**config.mk**
```make
export PLATFORM = sky130hd
export DESIGN_NAME = stream_mux_n
export DESIGN_NICKNAME = d
export VERILOG_FILES = /design/src/rtl/stream_mux_pkg.sv /design/src/rtl/stream_mux_n_rr_pick.sv /design/src/rtl/stream_mux_n.sv
export SDC_FILE = /design/constraint.sdc
export NUM_CORES = 1
export LEC_CHECK = 0
export ABC_AREA = 0
export CAP_MARGIN = 20
export CORE_MARGIN = 1
export CORE_UTILIZATION = 39
export CTS_CLUSTER_SIZE = 30
export DETAILED_ROUTE_END_ITERATION = 10
export PLACE_DENSITY = 0.87
export SETUP_SLACK_MARGIN = 0.02
export SLEW_MARGIN = 10
export SYNTH_ARGS = -nofsm -noshare
export SYNTH_HDL_FRONTEND = slang
export SYNTH_HIERARCHICAL = 1
export SYNTH_SLANG_ARGS = --single-unit
export TNS_END_PERCENT = 5
```
**constraint.sdc**
```tcl
create_clock -name sys_clk -period 7.1 [get_ports sys_clk]
set_clock_uncertainty 0.2 [all_clocks]
set_input_delay 1.42 -clock sys_clk [delete_from_list [all_inputs] [get_ports sys_clk]]
set_output_delay 1.42 -clock sys_clk [all_outputs]
set_load 0.05 [all_outputs]
```
**src/rtl/stream_mux_pkg.sv**
```systemverilog
// Shared definitions for the stream_mux_n block.
//   MODE_SEL / MODE_RR : channel-selection policy for the top-level MODE parameter
//   state_t            : packet-lock FSM encoding
package stream_mux_pkg;

  localparam int MODE_SEL = 0;  // channel chosen by the external sel port
  localparam int MODE_RR  = 1;  // channel chosen by the rotating-priority picker

  typedef enum logic {
    ST_IDLE   = 1'b0,
    ST_LOCKED = 1'b1
  } state_t;

endpackage

```
**src/rtl/stream_mux_n_rr_pick.sv**
```systemverilog
// Combinational rotate-priority picker.
// Scans req starting one position after ptr, wrapping modulo N_CH, and returns
// the first requesting index.
//   req   : per-channel request vector
//   ptr   : index that was served last (lowest priority this round)
//   idx   : chosen channel (0 when found=0)
//   found : at least one request is present
module rr_pick #(
  parameter int N_CH  = 8,
  parameter int SEL_W = $clog2(N_CH)
) (
  input  logic [N_CH-1:0]  req,
  input  logic [SEL_W-1:0] ptr,
  output logic [SEL_W-1:0] idx,
  output logic             found
);

  logic [SEL_W:0]   sum;
  logic [SEL_W-1:0] pos;

  // Walk the offsets from farthest to nearest so the nearest requester after
  // ptr is the last assignment and therefore wins.
  always_comb begin
    idx   = '0;
    found = 1'b0;
    sum   = '0;
    pos   = '0;
    for (int k = N_CH; k >= 1; k--) begin
      sum = {1'b0, ptr} + (SEL_W+1)'(k);
      if (sum >= (SEL_W+1)'(N_CH)) begin
        sum = sum - (SEL_W+1)'(N_CH);
      end
      pos = sum[SEL_W-1:0];
      if (req[pos]) begin
        idx   = pos;
        found = 1'b1;
      end
    end
  end

endmodule

```
**src/rtl/stream_mux_n.sv**
```systemverilog
// N-channel valid/ready stream multiplexer with packet locking.
// Once the first beat of a multi-beat packet is accepted, the source channel
// keeps the grant until its last beat passes. Output stage is a single register
// slice: one cycle latency, one beat per cycle while the sink is ready.
//   sys_clk, sys_rst : clock, synchronous active-high reset
//   sel              : channel select (MODE_SEL only)
//   in_data/valid/last, in_ready : per-channel input streams
//   out_data/valid/last, out_chan, out_ready : registered output stream
//
//   state     | meaning
//   ST_IDLE   | between packets; next candidate from sel or the RR picker
//   ST_LOCKED | mid-packet; only channel 'grant' may transfer
module stream_mux_n
  import stream_mux_pkg::*;
#(
  parameter int N_CH   = 8,
  parameter int DATA_W = 8,
  parameter int MODE   = MODE_SEL,
  localparam int SEL_W = $clog2(N_CH)
) (
  input  logic                   sys_clk,
  input  logic                   sys_rst,
  input  logic [SEL_W-1:0]       sel,
  input  logic [N_CH*DATA_W-1:0] in_data,
  input  logic [N_CH-1:0]        in_valid,
  input  logic [N_CH-1:0]        in_last,
  output logic [N_CH-1:0]        in_ready,
  output logic [DATA_W-1:0]      out_data,
  output logic                   out_valid,
  output logic                   out_last,
  output logic [SEL_W-1:0]       out_chan,
  input  logic                   out_ready
);

  state_t             state, state_nxt;
  logic [SEL_W-1:0]   grant, grant_nxt;
  logic [SEL_W-1:0]   ptr, ptr_nxt;
  logic [SEL_W-1:0]   cand;
  logic [SEL_W-1:0]   rr_idx;
  logic               rr_found;
  logic               cand_ok;
  logic               c_valid;
  logic               c_last;
  logic [DATA_W-1:0]  c_data;
  logic               load;
  logic               xfer;

  generate
    if (MODE == MODE_RR) begin : g_rr
      rr_pick #(
        .N_CH  (N_CH),
        .SEL_W (SEL_W)
      ) u_rr_pick (
        .req   (in_valid),
        .ptr   (ptr),
        .idx   (rr_idx),
        .found (rr_found)
      );
    end else begin : g_no_rr
      assign rr_idx   = '0;
      assign rr_found = 1'b0;
    end
  endgenerate

  // The output register can take a new beat when empty or draining this edge.
  assign load = !out_valid || out_ready;

  always_comb begin
    cand    = grant;
    c_valid = 1'b0;
    c_last  = 1'b0;
    c_data  = '0;
    in_ready = '0;

    if (state == ST_IDLE) begin
      cand = (MODE == MODE_RR) ? rr_idx : sel;
    end

    // Decoded mux: a sel value beyond N_CH-1 matches no channel and so
    // naturally yields no candidate.
    for (int i = 0; i < N_CH; i++) begin
      if (cand == SEL_W'(i)) begin
        c_valid = in_valid[i];
        c_last  = in_last[i];
        c_data  = in_data[i*DATA_W +: DATA_W];
      end
    end

    cand_ok = c_valid;
    if (state == ST_IDLE && MODE == MODE_RR) begin
      cand_ok = rr_found;
    end

    for (int i = 0; i < N_CH; i++) begin
      if (cand == SEL_W'(i)) begin
        in_ready[i] = load && cand_ok;
      end
    end
  end

  assign xfer = load && cand_ok;

  always_comb begin
    state_nxt = state;
    grant_nxt = grant;
    ptr_nxt   = ptr;
    if (xfer) begin
      ptr_nxt = cand;
      if (c_last) begin
        state_nxt = ST_IDLE;
      end else begin
        state_nxt = ST_LOCKED;
        grant_nxt = cand;
      end
    end
  end

  // ptr starts at the top channel so the first scan begins at channel 0.
  always_ff @(posedge sys_clk) begin
    if (sys_rst) begin
      state <= ST_IDLE;
      grant <= '0;
      ptr   <= SEL_W'(N_CH-1);
    end else begin
      state <= state_nxt;
      grant <= grant_nxt;
      ptr   <= ptr_nxt;
    end
  end

  always_ff @(posedge sys_clk) begin
    if (sys_rst) begin
      out_valid <= 1'b0;
      out_data  <= '0;
      out_last  <= 1'b0;
      out_chan  <= '0;
    end else if (load) begin
      out_valid <= xfer;
      if (xfer) begin
        out_data <= c_data;
        out_last <= c_last;
        out_chan <= cand;
      end
    end
  end

endmodule

```
==> Word level (Yosys, flattened, before mapping) <==
Cells that the tools add are included.
{ "word_totals": {"in_bits": 86, "output_inout_bits": 21, "elab_cells": 54, "register_bits": 17} }
{ "classes": {"eq_ne": 7, "bitwise": 1, "muxes": 34, "reduce_logical": 6} }
{ "ops": {"columns": ["op", "count"], "rows": [
  ["2-to-1 mux 8 bit", 8],
  ["2-to-1 mux 1 bit", 25],
  ["== test 3 bit (second input constant)", 4],
  ["== test 3 x 2 -> 1 bit (second input constant)", 2],
  ["AND reduction 2 bit", 2],
  ["== test 3 x 1 -> 1 bit (second input constant)", 1],
  ["logical NOT 3 bit", 1],
  ["2-to-1 mux 3 bit", 1],
  ["logical AND 1 bit", 1],
  ["logical NOT 1 bit", 1],
  ["logical OR 1 bit", 1],
  ["NOT 1 bit", 1]
]} }

==> Longest topological paths before layout <==
{ "logic_depth": {"word_depth": 12, "ltp_mapped": 8, "mapped_depth_nobuf": 6} }

==> Worst setup path after synthesis <==
OpenSTA, ideal clock, no wires.
{ "synth_path": {"path_kind": "input port to output port", "startpoint": "input port sel[1]", "endpoint": "output port in_ready[4]", "path_buffers": 1, "cell_stages": 7, "t_required_ps": 5480, "slack_ps": 1543, "t_arrival_ps": 3937, "cell_sequence": "mux2i_2 mux4_2 a32oi_4 o21ai_2 buf_6 nand2_2 nor4_1"} }
{ "synth_between": {"elab_chain_len": 12, "word_cells_on_any_way": 19, "classes_between": "7 x eq/ne; 10 x mux; 2 x reduce/logical"} }
{ "synth_lines": {"columns": ["element", "line_no", "source"], "rows": [
  ["start: declaration", "stream_mux_n.sv:23", "input logic [SEL_W-1:0] sel,"],
  ["2-to-1 mux 3 bit *", "stream_mux_n.sv:75", "if (state == ST_IDLE) begin"],
  ["logical NOT 3 bit", "stream_mux_n.sv:82", "if (cand == SEL_W'(i)) begin"],
  ["2-to-1 mux 1 bit (8 in a row)", "stream_mux_n.sv:82", null],
  ["logical AND 1 bit", "stream_mux_n.sv:96", "in_ready[i] = load && cand_ok;"],
  ["2-to-1 mux 1 bit *", "stream_mux_n.sv:95", "if (cand == SEL_W'(i)) begin"],
  ["end: declaration", "stream_mux_n.sv:27", "output logic [N_CH-1:0] in_ready,"]
]} }
Mark *: on every way between the ends. The rest lies on a longest branch, timed or not.

==> Worst setup path after layout <==
{ "layout_path": {"startpoint": "input port sel[2]", "endpoint": "output port in_ready[6]"} }
Same word-level chain as after synthesis.

==> flow_summary.toml <==
[routing]
remaining_drc_errors = 0
postRouteAntennaNets = 0
dr_total_vias = 1971
dr.first_iter.drc_count = 130
post_drt_via_cell_ratio = 5.937
detail_route.first_pass.iterations = 4
routedWlPerCell_um = 17.83
wl_um = 5921

[timing]
period_share = 0.8928
maxSlewHeadroom = 0.5067
finalHoldWorstSlack_ns = 0.2996
drv_slew = 0
clock.fmax_mhz = 157.8
finalHoldViolations = 0
setup_tns_ns = 0
finalWorstSetupSlack_ns = 0.7611
worstMarginPinSlew_ns = 0.7376
post-route-min-period_ns = 6.339
grt_setup_unrepaired = "no"
setup_viol_count_final = 0

[clock_tree]
cts_buffers = 3
cts_setup_buffers = 0
clk_pin_slew_worst_paths_ns = 0.07
ctsRootBufferMaster = "clkbuf_8"
cts-root-to-sink-buffers = 2
clock_insertion_delay_worst_skew_ns = 0.26
numClockSinks = 17
tritoncts = "yes"
cts_hold_buffers = 0
cts-resized-gates = 0
htree_levels = 1

[power]
ir_drop_worst_case_vdd_uv = 168.5
cellLeakagePower_nw = 0.9445
total_power_mw = 0.5854
p_per_area_nw_per_um2 = 221.8

[finish]
final_cell_area_um2 = 2639
finish.net_count = 371
finish.cell_count_without_fillers = 332
syn_to_final_growth_pct = 65.80
diode_count = 0
drive_above_1_share = 0.1444
post-route-util = 0.6947

[floorplan]
core_area_um2 = 3799
initial_utilization = 0.4190
number_of_placed_i_o_pins = 107
die_x_um = 65.88
vertical_extent_of_the_die_um = 65.88
die-area_um2 = 4340
placementRows = 22

[critical_path]
worstPathRequired_ns = 5.48
crit_family = "buffers and inverters"
worst-r2r-setup-slack_ns = 4.04
critical_path.n_buffers_inverters = 2
critPathArrivalTime_ns = 4.72
worstSetupStartpointType = "primary input"
critical-path-max-stage-delay_ns = 0.87
critPathSlowestCell = "clkdlybuf4s50_1"
critical_path.endpoint_type = "primary output"
worst-path-max-fanout = 18
worstSetupPathType = "primary input to primary output"
timing.critical_path.cells = "clkdlybuf4s50_1 > mux2i_4 > mux2_2 > a22oi_1 > o21ai_2 > nand2_2 > nor4_1 > clkdlybuf4s50_1"
critical-path-top-cell-by-count = "clkdlybuf4s50_1"

[flow_run]
cap_viol_max_count = 0

[logic_synthesis]
synthFlopType = "dfxtp_1"
synth_top_area_cell = "dfxtp_1"
avgSynthCellArea_um2 = 8.421
postSynthRegisterBits = 17
post_synthesis_net_count = 275
synth_seq_area_share = 0.2138
syn_inst = 189
yosys-top-cells-area = "dfxtp_1, a21oi_1, mux2i_1, a311oi_2, buf_6"
synth_area_um2 = 1592
yosysWarningCount = 6
ys_types = 48
share_of_the_synthesized_area_in_the_top_cell_type = 0.2138
share_of_synthesized_flip_flops_with_an_asynchronous_set_or_reset = 0
synth_enable_flop_cells = 0

[placement]
place_area_um2 = 2592
dpl.hpwl_um = 4443
dpl.cell_count = 328
routabilityCongestion = 0.8889
portBuffers = 106
pre_cts_slack_ns = 0.8934

[global_routing]
first_pass_grt_wire_length_um = 8990
via_count_of_the_first_global_routing_pass = 1906
groute.usage.overall = 0.2705
initial_antenna_violation_count = 0
gr-total-overflow = 0
grt_max_degree = 25

[min_path]
hold_path.class = "flop to flop"

[outcome]
run_status = "completed"
cells by family (layout without fill, tap and decap cells):
logic type | count (synthesis) | count (layout) | share of synthesized area
buf+inv | 22 | 117 | 0.1014
compound gates | 80 | 80 | 0.3907
flops | 17 | 17 | 0.2138
mux | 14 | 14 | 0.1093
simple gates | 56 | 56 | 0.1848
where the power goes:
part           internal, mW  switching, mW  total (mW)
registers             0.118         0.0206       0.138
logic                 0.156          0.218       0.374
clock network        0.0390         0.0343      0.0733
layout by cell type (no fill, tap or decap), drive strengths merged, types with 6 or more instances in the layout:
master,count
nand3,6
a31oi,7
nor2,9
dfxtp,17
a32oi,6
nor4,6
clkdlybuf4s50,106
a21oi,23
mux2i,9
nor3,9
o21ai,11
nand2,16
registers in the layout, indices dropped and copies added (netlist names):
signal	cells
out_data	8
grant	3
out_chan	3
out_valid	1
state	1
out_last	1
cell type report:
type	instances	area, um^2
Fill cell	333	1160
Multi-Input combinational cell	150	1094
Timing Repair Buffer	109	1084
Sequential cell	17	340.3
Tap cell	48	60.06
Clock buffer	3	41.29
Inverter	4	15.01
Clock inverter	1	5.005
cell usage after synthesis (2+ instances only):
cell      count
nand2_1      15
a311oi_2      4
mux2i_1       7
nor4_1        6
buf_4         2
mux2_2        4
nor2_1        7
o221ai_1      4
a211oi_2      2
a31o_2        5
a21oi_1      23
buf_6         5
o22a_1        4
dfxtp_1      17
nor3_1        9
clkbuf_8      2
and3_2        4
a22oi_1       5
a31oi_1       7
inv_1         4
nand3_1       5
o21ai_0      10
a32oi_1       5
a221o_1       4
buf_2         2
nor2_2        2
clkbuf_1      4
worst reg2reg max path, delay by kind of cell, from the launching register on:
kind,cells,cell delay (ns)
multiplexers,2,1.11
AO/OA/AOI/OAI,3,0.70
flip-flops,1,0.69
AND/OR/NAND/NOR,1,0.26
metal layers:
layer | GRT usage | up-vias | routed length (um)
met2 | 0.4911 | 104 | 3014
met4 | 0.06793 | 0 | 83
met5 | 0 | - | 0
met3 | 0.06379 | 8 | 489
li1 | - | 938 | -
met1 | 0.3132 | 921 | 2333
final timing paths:
path | start | end | cells past startpoint
max | sel[2] | in_ready[6] | 8
min | out_data[7] | out_data[7] | 1
max reg2reg | state | grant[1] | 6
min reg2reg | out_data[7] | out_data[7] | 1
No activity file was read; power rests on OpenSTA's default activity.
